`config.mk`:
```
export PLATFORM = sky130hd
export DESIGN_NAME = dac_frame_scheduler
export DESIGN_NICKNAME = d
export VERILOG_FILES = /design/src/rtl/dac_pkg.sv /design/src/rtl/dac_code_bank.sv /design/src/rtl/dac_frame_scheduler.sv
export SDC_FILE = /design/constraint.sdc
export NUM_CORES = 1
export LEC_CHECK = 0
export ABC_AREA = 1
export BUFFER_PORTS_ARGS = -buffer_cell sky130_fd_sc_hd__buf_2
export CAP_MARGIN = 5
export CORE_MARGIN = 5
export CORE_UTILIZATION = 50
export DETAILED_ROUTE_END_ITERATION = 10
export PLACE_DENSITY_LB_ADDON = 0.08
export SYNTH_ARGS = -nofsm -noshare
export SYNTH_HDL_FRONTEND = slang
export SYNTH_SLANG_ARGS = --single-unit
```
`constraint.sdc`:
```
create_clock -name clk -period 8.55 [get_ports clk]
set_clock_uncertainty 0.15 [all_clocks]
set_input_delay 1.2825 -clock clk [delete_from_list [all_inputs] [get_ports clk]]
set_output_delay 1.2825 -clock clk [all_outputs]
set_load 0.05 [all_outputs]
```
`src/rtl/dac_pkg.sv`:
```
// Shared definitions for the DAC frame scheduler: FSM encoding, serial word
// layout and the helper that packs a channel word.
package dac_pkg;

    typedef enum logic [3:0] {
        S_IDLE       = 4'd0,
        S_SCAN       = 4'd1,
        S_START      = 4'd2,
        S_WAIT_LO    = 4'd3,
        S_WAIT_HI    = 4'd4,
        S_LDAC_START = 4'd5,
        S_LDAC_LO    = 4'd6,
        S_LDAC_HI    = 4'd7,
        S_FINISH     = 4'd8
    } state_e;

    localparam logic [15:0] LDAC_WORD = 16'h8000;
    localparam int          CMD_BIT   = 15;
    localparam int          ADDR_MSB  = 14;
    localparam int          ADDR_LSB  = 12;

    function automatic logic [15:0] ch_word(input logic [2:0] ch, input logic [11:0] code);
        logic [15:0] word;
        word                     = 16'h0000;
        word[CMD_BIT]            = 1'b0;
        word[ADDR_MSB:ADDR_LSB]  = ch;
        word[ADDR_LSB-1:0]       = code;
        return word;
    endfunction

endpackage

```
`src/rtl/dac_code_bank.sv`:
```
// Per-channel DAC code registers with a shadow copy taken at frame snapshot,
// so a frame in flight always reads a coherent set of codes.
module dac_code_bank #(
    parameter int NUM_CH = 8,
    parameter int CODE_W = 12
) (
    input  logic              clk,
    input  logic              rst_n,
    input  logic              wr_en,
    input  logic [2:0]        wr_ch,
    input  logic [CODE_W-1:0] wr_code,
    input  logic              snap,
    input  logic [2:0]        rd_idx,
    output logic [CODE_W-1:0] rd_code
);

    logic [CODE_W-1:0] r_code   [NUM_CH];
    logic [CODE_W-1:0] r_shadow [NUM_CH];

    // Live write port and snapshot copy; a same-cycle write lands after the copy.
    always_ff @(posedge clk) begin
        if (!rst_n) begin
            for (int i = 0; i < NUM_CH; i++) begin
                r_code[i]   <= {CODE_W{1'b0}};
                r_shadow[i] <= {CODE_W{1'b0}};
            end
        end else begin
            for (int i = 0; i < NUM_CH; i++) begin
                if (wr_en && (wr_ch == 3'(i))) begin
                    r_code[i] <= wr_code;
                end else begin
                    r_code[i] <= r_code[i];
                end
                if (snap) begin
                    r_shadow[i] <= r_code[i];
                end else begin
                    r_shadow[i] <= r_shadow[i];
                end
            end
        end
    end

    // Shadow read mux; out-of-range indices read as zero.
    always_comb begin
        rd_code = {CODE_W{1'b0}};
        for (int i = 0; i < NUM_CH; i++) begin
            if (rd_idx == 3'(i)) begin
                rd_code = r_shadow[i];
            end else begin
                rd_code = rd_code;
            end
        end
    end

endmodule

```
`src/rtl/dac_frame_scheduler.sv`:
```
// Frame sequencer: snapshots channel codes on trigger, sends one serial word
// per enabled channel over the start/done handshake, then a broadcast LDAC.
module dac_frame_scheduler
    import dac_pkg::*;
#(
    parameter int NUM_CH = 8,
    parameter int CODE_W = 12
) (
    input  logic              clk,
    input  logic              rst_n,
    input  logic              wr_en,
    input  logic [2:0]        wr_ch,
    input  logic [CODE_W-1:0] wr_code,
    input  logic [NUM_CH-1:0] ch_mask,
    input  logic              trigger,
    input  logic              overrun_clr,
    output logic [15:0]       tx_data,
    output logic              tx_start,
    input  logic              tx_done,
    output logic              busy,
    output logic              frame_done,
    output logic              overrun
);

    localparam logic [3:0] LAST_IDX = 4'(NUM_CH);

    state_e            r_state;
    state_e            w_next_state;
    logic [3:0]        r_ch_idx;
    logic [3:0]        w_next_idx;
    logic              w_snap;
    logic [NUM_CH-1:0] r_mask_shadow;
    logic [7:0]        w_mask8;
    logic              w_any_mask;
    logic              w_ch_en;
    logic [CODE_W-1:0] w_rd_code;
    logic              r_pending;
    logic              r_overrun;
    logic              r_tx_start;
    logic [15:0]       r_tx_data;
    logic              r_busy;
    logic              r_frame_done;

    assign w_mask8    = 8'(r_mask_shadow);
    assign w_any_mask = |r_mask_shadow;
    assign w_ch_en    = w_mask8[r_ch_idx[2:0]];

    dac_code_bank #(
        .NUM_CH (NUM_CH),
        .CODE_W (CODE_W)
    ) u_bank (
        .clk     (clk),
        .rst_n   (rst_n),
        .wr_en   (wr_en),
        .wr_ch   (wr_ch),
        .wr_code (wr_code),
        .snap    (w_snap),
        .rd_idx  (r_ch_idx[2:0]),
        .rd_code (w_rd_code)
    );

    // State, channel index and mask shadow registers.
    always_ff @(posedge clk) begin
        if (!rst_n) begin
            r_state       <= S_IDLE;
            r_ch_idx      <= 4'd0;
            r_mask_shadow <= {NUM_CH{1'b0}};
        end else begin
            r_state  <= w_next_state;
            r_ch_idx <= w_next_idx;
            if (w_snap) begin
                r_mask_shadow <= ch_mask;
            end else begin
                r_mask_shadow <= r_mask_shadow;
            end
        end
    end

    // Next-state logic. An empty mask skips the scan so an idle frame still
    // completes in three cycles.
    always_comb begin
        w_next_state = r_state;
        w_next_idx   = r_ch_idx;
        w_snap       = 1'b0;
        case (r_state)
            S_IDLE: begin
                if (trigger || r_pending) begin
                    w_snap       = 1'b1;
                    w_next_idx   = 4'd0;
                    w_next_state = S_SCAN;
                end else begin
                    w_next_state = S_IDLE;
                end
            end
            S_SCAN: begin
                if (!w_any_mask) begin
                    w_next_state = S_FINISH;
                end else if (r_ch_idx == LAST_IDX) begin
                    w_next_state = S_LDAC_START;
                end else if (w_ch_en) begin
                    w_next_state = S_START;
                end else begin
                    w_next_idx   = r_ch_idx + 4'd1;
                    w_next_state = S_SCAN;
                end
            end
            S_START:      w_next_state = S_WAIT_LO;
            S_WAIT_LO: begin
                if (!tx_done) begin
                    w_next_state = S_WAIT_HI;
                end else begin
                    w_next_state = S_WAIT_LO;
                end
            end
            S_WAIT_HI: begin
                if (tx_done) begin
                    w_next_idx   = r_ch_idx + 4'd1;
                    w_next_state = S_SCAN;
                end else begin
                    w_next_state = S_WAIT_HI;
                end
            end
            S_LDAC_START: w_next_state = S_LDAC_LO;
            S_LDAC_LO: begin
                if (!tx_done) begin
                    w_next_state = S_LDAC_HI;
                end else begin
                    w_next_state = S_LDAC_LO;
                end
            end
            S_LDAC_HI: begin
                if (tx_done) begin
                    w_next_state = S_FINISH;
                end else begin
                    w_next_state = S_LDAC_HI;
                end
            end
            S_FINISH:     w_next_state = S_IDLE;
            default:      w_next_state = S_IDLE;
        endcase
    end

    // Registered outputs plus pending/overrun bookkeeping; overrun set beats clear.
    always_ff @(posedge clk) begin
        if (!rst_n) begin
            r_tx_start   <= 1'b0;
            r_tx_data    <= 16'h0000;
            r_busy       <= 1'b0;
            r_frame_done <= 1'b0;
            r_pending    <= 1'b0;
            r_overrun    <= 1'b0;
        end else begin
            r_tx_start   <= (r_state == S_START) || (r_state == S_LDAC_START);
            r_frame_done <= (r_state == S_FINISH);
            if (r_state == S_START) begin
                r_tx_data <= ch_word(r_ch_idx[2:0], 12'(w_rd_code));
            end else if (r_state == S_LDAC_START) begin
                r_tx_data <= LDAC_WORD;
            end else begin
                r_tx_data <= r_tx_data;
            end
            if (w_snap) begin
                r_busy <= 1'b1;
            end else if (r_state == S_FINISH) begin
                r_busy <= 1'b0;
            end else begin
                r_busy <= r_busy;
            end
            if (w_snap) begin
                r_pending <= 1'b0;
            end else if (trigger && (r_state != S_IDLE)) begin
                r_pending <= 1'b1;
            end else begin
                r_pending <= r_pending;
            end
            if (trigger && (r_state != S_IDLE) && r_pending) begin
                r_overrun <= 1'b1;
            end else if (overrun_clr) begin
                r_overrun <= 1'b0;
            end else begin
                r_overrun <= r_overrun;
            end
        end
    end

    assign tx_start   = r_tx_start;
    assign tx_data    = r_tx_data;
    assign busy       = r_busy;
    assign frame_done = r_frame_done;
    assign overrun    = r_overrun;

endmodule

```
==> key figures, run 1 <==
Cells and area
  • Antenna Cells: 0
  • Layout cells sized above 1: 10.12%
  • Commonest non-fill, non-tap cells in the layout: 283 x nand2_1, 233 x inv_1, 192 x edfxtp_1
  • Layout fillers: 1,754
  • Syn-to-layout area delta: 12.94%
  • Nets: 1,104
  • Most common cell after layout, fill and taps aside: nand2_1

CTS
  • Clock transition at path regs: around 0.060 ns
  • Cts hold-fix bufs: 0
  • Post-CTS sizing: 0
  • CTS H-Tree Depth: 1
  • CTS Buffer Depth: 3
  • Later-pin clock latency in the skew report: around 0.50 ns
  • Root Buffer: clkbuf_16
  • CTS Sinks: ~230
  • TritonCTS clock tree: yes
  • Setup Buffers After CTS: 0
  • TritonCTS Buffers: 25

Die
  • Core area: roughly 19,000 µm²
  • Rows: 51
  • Effective utilization at floorplan: between 50% and 60%
  • DIE AREA: between 20,000 and 25,000 µm²
  • Die width: ~150 µm
  • I/O Pins: 49
  • Die boundary height: approximately 150 µm

Timing
  • RSZ-0062 raised after global routing: no
  • Final Hold Viols: 0
  • Tmin final: 3.153 ns
  • Endpoints failing setup: 0
  • Actual slew at the worst max-slew pin: between 1 and 1.5 ns
  • Setup slack after layout: ~5.4 ns
  • Sum Neg Setup Slack: 0 ns
  • Fmax: ~0.32 GHz
  • Worst slew margin: roughly a fifth
  • Final Slew Violations: 0
  • Tcrit/Tclk final: a little under two fifths

Critical path
  • FF-to-FF End: tx_data[8]$_SDFFE_PN0P_
  • R2r setup slk: around 5.4 ns
  • Crit path DAT: roughly 3.1 ns
  • Crit start category: input pin
  • R2R Path Start: r_ch_idx[2]$_SDFFE_PN0P_
  • R2R cell count: 13
  • Crit path kind: in2reg
  • Worst-path fanout max: 78
  • Slowest library cell on the worst path: buf_4
  • CP max stage delay: between 0.8 and 0.9 ns
  • Crit path cell chain: buf_2 > nor2_1 > o21ai_4 > buf_4
  • CP Capture Type: flop
  • Critical Path RT: around 8.5 ns
  • Worst Setup SP: trigger

Pwr
  • Switching power: between 1000 and 1500 µW
  • Clock share of power: between 30% and 40%
  • Static Leak: 0.005592 µW
  • Peak VDD IR: around 0.13 mV
  • Int Pwr: 2296 µW
  • Sequential power share: a little under half
  • Comb power frac: a little under a quarter
  • Switching share of power: approximately a third
  • Power density over the cells: about 300 nW/µm²

Global route
  • Largest net degree at the start of global routing: 79
  • Overflow after GRT: 0
  • Antenna violations before repair: 0
  • Number of global-route vias before repair: about 5,800
  • Global-route wire length before repair: roughly 31 mm
  • Total track usage: 17.81%

Synthesis
  • Cell count after synthesis: ~1,000
  • Cell taking the most area after synthesis: edfxtp_1
  • Avg Cell Area, Syn: between 9 and 10 µm²
  • Net Count, Synth: between 1,000 and 1,500
  • Synth Warn #: 0
  • Seq/Total Area, Yosys: 66.23%
  • Yosys cell types: 32
  • Top-area cell type share of the netlist area: between 50% and 60%
  • Area contributors post-synth: edfxtp_1 59%, nand2_1 11%, inv_1 8.9%, dfxtp_1 7.5%, nor2_1 3.4%
  • Cell area after synthesis: 9823 µm²
  • #FFs+latches synth: between 200 and 250

Place
  • Port buffer count: between 40 and 50
  • Worst slack at placement: 4.819 ns
  • HPWL after detailed placement: 12.49 mm
  • Placer Congestion: approximately 0.8

Drt
  • Via count: roughly 6,000
  • 1st-pass router iterations: 5
  • Vias per cell: 4.566
  • Total Wirelength: approximately 19 mm
  • Post-route ant nets: 0
  • Wire length per cell: 14.18 µm
  • Initial DRC count: ~440
  • DRC: 0

Hold path
  • Min-Delay Path Depth: 1
  • Hold Path Origin: r_state[2]$_SDFF_PN0_
  • Hold Crit Class: reg2reg
  • Worst Hold End: frame_done$_SDFF_PN0_

Run status
  • Status: finished clean

Flow run
  • MaxCap Viol Count: 0
[power by group through the flow]
stage                     Sequential, µW  Clock, µW  Combinational (µW)
after floorplan                     1560          0                 541
after global placement              1560          0                 768
after detailed placement            1560          0                 775
after CTS                           1540       1080                 777
after global routing                1560       1130                 879
final                               1540       1050                 758
[layer usage]
layer | vias up | global-route usage (%) | wire length, µm
met5 | - | 0 | 0
met4 | 0 | 4.254 | 334
met3 | 27 | 2.860 | 1058
met2 | 129 | 28.90 | 8959
met1 | 2758 | 25.46 | 8816
li1 | 3259 | - | -
[cells in the mapped netlist (all sizes together)]
library cell / count
o21ai: 35
o21a: 1
xnor2: 1
o211ai: 1
nand4: 4
nand3b: 2
nand3: 56
nor2: 93
a211oi: 1
dfxtp: 37
inv: 239
clkbuf: 15
o2111ai: 1
or2: 2
nand2: 285
a21oi: 24
a31oi: 2
edfxtp: 192
nor3: 4
nor4: 1
buf: 24
ha: 6
[sequential cells by signal (all words and copies together), names as in the netlist]
name / cells
tx_start: 1
r_state: 4
busy: 1
frame_done: 1
r_pending: 1
r_mask_shadow: 8
r_ch_idx: 4
u_bank.r_code: 96
overrun: 1
tx_data: 16
u_bank.r_shadow: 96
[worst max path at each step]
stage / to / depth (start not counted)
after floorplan: u_bank.r_shadow[0][0]$_SDFFCE_PN0P_ / 3
after global placement: u_bank.r_shadow[0][78]$_SDFFCE_PN0P_ / 4
after detailed placement: u_bank.r_shadow[0][94]$_SDFFCE_PN0P_ / 4
after CTS: u_bank.r_shadow[0][94]$_SDFFCE_PN0P_ / 4
after global routing: tx_data[2]$_SDFFE_PN0P_ / 13
final: u_bank.r_shadow[0][94]$_SDFFCE_PN0P_ / 4
[per-stage QoR]
stage | total power (µW) | area (µm²) | std cells | utilization, % | hold WS, ns
finish | 3352 | 11090 | 1352 | 57.19 | 0.3037
global route | 3566 | 11090 | 1352 | 57.19 | 0.3234
CTS | 3396 | 11080 | 1351 | 57.13 | 0.2987
detailed placement | 2339 | 10270 | 1306 | 52.96 | 0.2867
global placement | 2328 | 10270 | 1306 | 52.96 | 0.2899
floorplan | 2104 | 9823 | 1026 | - | 0.2718
[kinds of logic after synthesis]
| group | count (synthesis) | synth area share (%) |
|---|---|---|
| flops | 229 | 66.23 |
| xor+xnor | 1 | 0.08918 |
| buf+inv | 278 | 10.97 |
| compound gates | 65 | 3.452 |
| simple gates | 447 | 18.49 |
| fa+ha+maj | 6 | 0.7642 |
[critical path: cells and delay by family]
family,cells,cell delay (ns)
buffers and inverters,2,0.95
AND/OR/NAND/NOR,1,0.10
AO/OA/AOI/OAI,1,0.71
[layout make-up]
| cell class | instances | area [µm²] | area share, % |
|---|---|---|---|
| sequential | 229 | 6506 | 58.64 |
| multi-input combinational | 519 | 2251 | 20.29 |
| inverter | 239 | 897.1 | 8.086 |
| clock buffer | 36 | 711.9 | 6.417 |
| tap | 265 | 331.6 | 2.989 |
| timing repair buffer | 55 | 299.0 | 2.695 |
| clock inverter | 9 | 97.59 | 0.8797 |
(Power assumes the default switching activity.)
==> run 2: changes to the inputs <==
==> constraint.sdc (replaced) <==
create_clock -name clk -period 2.65 [get_ports clk]
set_clock_uncertainty 0.15 [all_clocks]
set_input_delay 0.3975 -clock clk [delete_from_list [all_inputs] [get_ports clk]]
set_output_delay 0.3975 -clock clk [all_outputs]
set_load 0.05 [all_outputs]
==> run 2 against run 1 <==
Net effect: core utilization is 0.94 points higher; setup slack got worse by 5.1 ns; via count grew 5.9%; power rose to 3.2 times the previous value; first-iteration DRC count is 2.5% lower.
==> key figures, run 2 (same netlist as run 1, synthesis figures left out) <==
Run status
  • Status: finished clean (unchanged)

Pwr
  • Comb power frac: 23.6% (was 22.6%)
  • Static Leak: 0.005679 µW (was 0.005592 µW)
  • Peak VDD IR: 0.4852 mV (was 0.1345 mV)
  • Clock share of power: 30.0% (was 31.5%)
  • Switching power: 3449 µW (was 1056 µW)
  • Int Pwr: 7342 µW (was 2296 µW)
  • Sequential power share: 46.4% (was 45.9%)
  • Switching share of power: 31.96% (was 31.51%)
  • Power density over the cells: 957.0 nW/µm² (was 302.1 nW/µm²)

Critical path
  • CP top delay family: simple AND/OR/NAND/NOR gates (was buffers and inverters)
  • CP Capture Type: flop (unchanged)
  • Crit path DAT: 2.60 ns (was 3.13 ns)
  • Buf/Inv on CP: 2 (unchanged)
  • Crit start category: flop (was input pin)
  • CP max stage delay: 0.42 ns (was 0.86 ns)
  • Crit path cell chain: inv_2 > ha_1 > inv_1 > nor2_2 > nand3_1 > nand3_1 > nand2_1 > nand2_1 > nand2_1 > nand2_1 > nand2_1 > nand2_1 > nand2_1 > a21oi_1 (was buf_2 > nor2_1 > o21ai_4 > buf_4)
  • Crit path kind: reg2reg (was in2reg)
  • Crit-path most repeated cell: nand2_1
  • Critical Path RT: 2.92 ns (was 8.53 ns)
  • Slowest library cell on the worst path: nor2_2 (was buf_4)
  • Worst-path fanout max: 13 (was 78)

Timing
  • Worst slew margin: 18.85% (was 21.15%)
  • Sum Neg Setup Slack: 0 ns (unchanged)
  • Fmax: approximately 0.43 GHz
  • Tmin final: roughly 2.3 ns
  • Final Slew Violations: 0 (unchanged)
  • RSZ-0062 raised after global routing: no (unchanged)
  • Endpoints failing setup: 0 (unchanged)
  • Final Hold Viols: 0 (unchanged)
  • Tcrit/Tclk final: between 80 and 90%
  • Actual slew at the worst max-slew pin: 1.213 ns (was 1.175 ns)
  • Setup slack after layout: 0.3210 ns (was 5.397 ns)

Drt
  • Wire length per cell: 15.78 µm (was 14.18 µm)
  • Initial DRC count: 424 (was 435)
  • Total Wirelength: 21.73 mm (was 19.17 mm)
  • Via count: 6,539 (was 6,173)
  • Post-route ant nets: 0 (unchanged)
  • 1st-pass router iterations: 5 (unchanged)
  • DRC: 0 (unchanged)
  • Vias per cell: 4.749 (was 4.566)

CTS
  • Root Buffer: clkbuf_16 (unchanged)
  • CTS H-Tree Depth: 1 (unchanged)
  • Later-pin clock latency in the skew report: 0.51 ns (was 0.50 ns)
  • Setup Buffers After CTS: 0 (unchanged)
  • Clock transition at path regs: 0.06 ns (about the same)
  • TritonCTS clock tree: yes (unchanged)
  • TritonCTS Buffers: 25 (unchanged)
  • CTS Buffer Depth: 3 (unchanged)
  • CTS Sinks: 229 (unchanged)

Cells and area
  • Layout cells sized above 1: 10.88% (was 10.12%)
  • Most common cell after layout, fill and taps aside: nand2_1 (unchanged)
  • Syn-to-layout area delta: 14.79% (was 12.94%)
  • Commonest non-fill, non-tap cells in the layout: 282 x nand2_1, 233 x inv_1, 192 x edfxtp_1 (was 283 x nand2_1, 233 x inv_1, 192 x edfxtp_1)
  • Finished Core Util: 58.13% (was 57.19%)
  • Nets: 1,129 (was 1,104)
  • Antenna Cells: 0 (unchanged)

Global route
  • Total track usage: 19.89% (was 17.81%)
  • Overflow after GRT: 0 (unchanged)
  • Antenna violations before repair: 0 (unchanged)
  • Largest net degree at the start of global routing: 84 (was 79)
  • Global-route wire length before repair: 34.20 mm (was 31.34 mm)
  • Number of global-route vias before repair: 6,139 (was 5,774)

Place
  • Worst slack at placement: 0.1097 ns (was 4.819 ns)
  • Port buffer count: 48 (unchanged)
  • Placer Congestion: 0.8248 (was 0.7926)
  • HPWL after detailed placement: 14.52 mm (was 12.49 mm)

Flow run
  • MaxCap Viol Count: 0 (unchanged)

Die
  • Core area: 19,400 µm² (unchanged)
  • Die boundary height: 150.2 µm (unchanged)
  • Rows: 51 (unchanged)
  • Effective utilization at floorplan: 50.64% (unchanged)
  • DIE AREA: 22,550 µm² (unchanged)
  • Die width: 150.2 µm (unchanged)
  • I/O Pins: 49 (unchanged)

Hold path
  • Hold Crit Class: in2reg (was reg2reg)
## run 2: worst paths after layout
check | start | endpoint | slack [ns] | cells after the start
max | r_ch_idx[0]$_SDFFE_PN0P_ | tx_data[6]$_SDFFE_PN0P_ | 0.32 | 14
min | trigger | overrun$_SDFFE_PN0P_ | 0.02 | 3
max reg2reg | r_ch_idx[0]$_SDFFE_PN0P_ | tx_data[6]$_SDFFE_PN0P_ | 0.32 | 14
min reg2reg | r_state[2]$_SDFF_PN0_ | frame_done$_SDFF_PN0_ | 0.30 | 1
## run 2: power by group through the flow
stage          logic (µW)  clock network (µW)  registers (µW)
2_1_floorplan        1750                   0            5030
3_3_place_gp         2510                   0            5080
3_5_place_dp         2520                   0            5070
4_1_cts              2550                3310            5000
5_1_grt              2890                3470            5060
6_report             2540                3240            5010
## run 2: timing repair
item	4_1_cts	5_1_grt
endpoints found under the setup margin	0	10
gates resized for setup	0	3
hold buffers	9	0
endpoints found under the hold margin	9	0
## run 2: layer usage
layer	global-route usage, %	share of wire (%)	wire length (µm)	vias up
li1	-	-	-	3312
met1	28.79	48	10330	3055
met2	31.97	46	10050	138
met3	3.161	4.4	954	34
met4	4.575	1.9	403	0
met5	0	0	0	-
## run 2: layout make-up
class / instances / area (µm²)
well taps: 265 / 331.6
multi-input cells: 519 / 2261
flip-flops and latches: 229 / 6506
repair buffers: 80 / 518.0
fillers: 1730 / 8123
clock buffers: 30 / 644.4
clock inverters: 15 / 117.6
inverters: 239 / 897.1
## run 2: worst reg2reg max path, delay by kind of cell (launching register included)
| kind | cells | cell delay (ns) |
|---|---|---|
| buf+inv | 2 | 0.21 |
| simple gates | 10 | 1.16 |
| compound gates | 1 | 0.13 |
| fa+ha+maj | 1 | 0.19 |
| flops | 1 | 0.40 |
## run 2: stage by stage
step / total power, µW / hold slack, ns / cell area, µm² / instances
2_1_floorplan: 6780 / 0.2718 / 9826 / 1026
3_3_place_gp: 7589 / 0.2908 / 10410 / 1323
3_5_place_dp: 7598 / 0.2913 / 10410 / 1323
4_1_cts: 10860 / 0.002782 / 11270 / 1377
5_1_grt: 11420 / 0.03120 / 11280 / 1377
6_report: 10790 / 0.01997 / 11280 / 1377
==> run 3: changes to the inputs <==
--- a/config.mk
+++ b/config.mk
@@ -6,10 +6,12 @@
 export NUM_CORES = 1
 export LEC_CHECK = 0
 export ABC_AREA = 1
+export ABC_CLOCK_PERIOD_IN_PS = 2650
 export BUFFER_PORTS_ARGS = -buffer_cell sky130_fd_sc_hd__buf_2
 export CAP_MARGIN = 5
 export CORE_MARGIN = 5
 export CORE_UTILIZATION = 50
+export CTS_BUF_LIST = sky130_fd_sc_hd__clkbuf_8
 export DETAILED_ROUTE_END_ITERATION = 10
 export PLACE_DENSITY_LB_ADDON = 0.08
 export SYNTH_ARGS = -nofsm -noshare
==> run 3 against run 2 <==
Net effect: non-clock buffer count is 1 higher; via count is 0.47% higher; critical path type unchanged; critical path depth is 1 lower; sequential cell count stayed put; die area stayed put; setup slack worse by 0.037 ns.
==> key figures, run 3 (same netlist as run 1, synthesis figures left out) <==
Pwr
  • Comb power frac: 24.3% (was 23.6%)
  • Int Pwr: 6942 µW (was 7342 µW)
  • Sequential power share: 48.2% (was 46.4%)
  • Peak VDD IR: 0.3935 mV (was 0.4852 mV)
  • Switching share of power: 33.16% (was 31.96%)
  • Clock share of power: 27.5% (was 30.0%)
  • Switching power: 3443 µW (was 3449 µW)
  • Static Leak: 0.005736 µW (was 0.005679 µW)
  • Power density over the cells: 924.7 nW/µm² (was 957.0 nW/µm²)

Die
  • Effective utilization at floorplan: 50.64% (unchanged)
  • Rows: 51 (unchanged)
  • Core area: 19,400 µm² (unchanged)
  • DIE AREA: 22,550 µm² (unchanged)
  • Die width: 150.2 µm (unchanged)
  • I/O Pins: 49 (unchanged)
  • Die boundary height: 150.2 µm (unchanged)

Critical path
  • R2R cell count: 13 (was 14)
  • Worst-path fanout max: 21 (was 13)
  • CP Capture Type: flop (unchanged)
  • Crit start category: flop (unchanged)
  • Crit path DAT: 2.59 ns (was 2.60 ns)
  • Crit path kind: reg2reg (unchanged)
  • R2r setup slk: 0.28 ns (was 0.32 ns)
  • Setup crit end: tx_data[6]$_SDFFE_PN0P_ (unchanged)
  • FF-to-FF End: tx_data[6]$_SDFFE_PN0P_ (unchanged)
  • Critical Path RT: 2.87 ns (was 2.92 ns)
  • Worst Setup SP: r_ch_idx[0]$_SDFFE_PN0P_ (unchanged)
  • R2R Path Start: r_ch_idx[0]$_SDFFE_PN0P_ (unchanged)

Drt
  • Wire length per cell: 15.56 µm (was 15.78 µm)
  • DRC: 0 (unchanged)
  • 1st-pass router iterations: 5 (unchanged)
  • Initial DRC count: 414 (was 424)
  • Via count: 6,570 (was 6,539)
  • Total Wirelength: 21.84 mm (was 21.73 mm)
  • Vias per cell: 4.683 (was 4.749)
  • Post-route ant nets: 0 (unchanged)

Timing
  • Tcrit/Tclk final: 89.28% (was 87.89%)
  • Fmax: 0.4227 GHz (was 0.4294 GHz)
  • Final Slew Violations: 0 (unchanged)
  • Worst slew margin: 19.44% (was 18.85%)
  • Final Hold Viols: 0 (unchanged)
  • Setup slack after layout: 0.2841 ns (was 0.3210 ns)
  • Tmin final: 2.366 ns (was 2.329 ns)
  • Sum Neg Setup Slack: 0 ns (unchanged)
  • Endpoints failing setup: 0 (unchanged)
  • Actual slew at the worst max-slew pin: 1.204 ns (was 1.213 ns)
  • RSZ-0062 raised after global routing: no (unchanged)

CTS
  • TritonCTS clock tree: yes (unchanged)
  • CTS H-Tree Depth: 2 (was 1)
  • CTS Sinks: 229 (unchanged)
  • Later-pin clock latency in the skew report: 0.53 ns (was 0.51 ns)
  • TritonCTS Buffers: 39 (was 25)
  • Root Buffer: clkbuf_8 (was clkbuf_16)
  • CTS Buffer Depth: 3 (unchanged)
  • Clock transition at path regs: 0.06 ns (about the same)

Place
  • HPWL after detailed placement: 14.52 mm (unchanged)
  • Placer Congestion: 0.8248 (unchanged)
  • Port buffer count: 48 (unchanged)
  • Worst slack at placement: 0.1097 ns (unchanged)

Cells and area
  • Layout fillers: 1,761 (was 1,730)
  • Syn-to-layout area delta: 14.33% (was 14.79%)
  • Layout cells sized above 1: 11.86% (was 10.88%)
  • Nets: 1,144 (was 1,129)
  • Storage element area: 6506 µm² (unchanged)
  • Antenna Cells: 0 (unchanged)
  • Multi-input logic area: 2256 µm² (was 2261 µm²)
  • Commonest non-fill, non-tap cells in the layout: 282 x nand2_1, 250 x inv_1, 192 x edfxtp_1 (was 282 x nand2_1, 233 x inv_1, 192 x edfxtp_1)
  • Most common cell after layout, fill and taps aside: nand2_1 (unchanged)

Hold path
  • Hold Crit Class: in2reg (unchanged)

Global route
  • Global-route wire length before repair: 34.42 mm (was 34.20 mm)
  • Number of global-route vias before repair: 6,279 (was 6,139)
  • Antenna violations before repair: 0 (unchanged)
  • Total track usage: 20.25% (was 19.89%)
  • Largest net degree at the start of global routing: 84 (unchanged)
  • Overflow after GRT: 0 (unchanged)

Flow run
  • MaxCap Viol Count: 0 (unchanged)

Run status
  • Status: finished clean (unchanged)
[run 3: cell count changes in the layout (fill, tap and decap cells not counted)]
cell,change
clkbuf_8,+44
clkbuf_16,-25
inv_1,+17
clkbuf_1,-5
clkinv_2,-4
bufinv_16,-2
clkinv_1,-1
dlygate4sd3_1,+1
inv_6,+1
nand2_2,+1
nand2_4,-1
[run 3: cell type report]
class,instances,share of cell area (%)
clock inverter,26,0.9470
timing repair buffer,81,4.701
tap,265,2.952
sequential,229,57.93
clock buffer,44,5.392
multi-input combinational,519,20.09
inverter,239,7.988
[run 3: how the worst min path moves through the flow]
stage,from,end,slack [ns],cells past startpoint
final,tx_done,r_state[3]$_SDFF_PN0_,0.07,3
after global routing,tx_done,r_state[3]$_SDFF_PN0_,0.03,3
after CTS,tx_done,r_state[3]$_SDFF_PN0_,0.03,3
after detailed placement,r_state[2]$_SDFF_PN0_,frame_done$_SDFF_PN0_,0.29,1
after global placement,r_state[2]$_SDFF_PN0_,frame_done$_SDFF_PN0_,0.29,1
after floorplan,r_state[2]$_SDFF_PN0_,frame_done$_SDFF_PN0_,0.27,1
[run 3: repair_timing]
item / in CTS / in global routing
gates resized for setup: 0 / 2
setup endpoints to repair: 0 / 10
setup buffers: 0 / 0
hold endpoints to repair: 9 / 0
hold buffers: 10 / 0
[run 3: power by group through the flow]
stage	Clock, µW	Combinational, µW	Sequential, µW
after floorplan	0	1750	5030
after global placement	0	2510	5080
after detailed placement	0	2520	5070
after CTS	2930	2550	5000
after global routing	3130	2880	5060
final	2850	2530	5010
[run 3: stage by stage]
step                      utilization, %  cell area, µm²  total power, µW  hold slack [ns]  cells
final                              57.89           11230            10380          0.06800   1403
after detailed placement           53.68           10410             7598           0.2913   1323
after floorplan                        -            9826             6780           0.2718   1026
after global placement             53.68           10410             7589           0.2908   1323
after CTS                          57.87           11230            10490          0.03482   1403
after global routing               57.89           11230            11060          0.03036   1403
[run 3: layer usage]
layer	track usage, %	share of wire (%)
met5	0	0
met4	6.633	2.1
met3	3.432	5.3
met2	32.08	47
met1	28.71	46
[run 3: worst max-delay path, stage by stage (launching register included)]
cell and delay, ns:
dfxtp_1 0.51, inv_2 0.13, ha_1 0.27, nand2_2 0.30, buf_4 0.19, nand3_1 0.07
nand2_1 0.08, nand2_1 0.08, nand2_1 0.07, nand2_1 0.06, nand2_1 0.07, nand2_1 0.06
nand2_1 0.10, a21oi_1 0.07
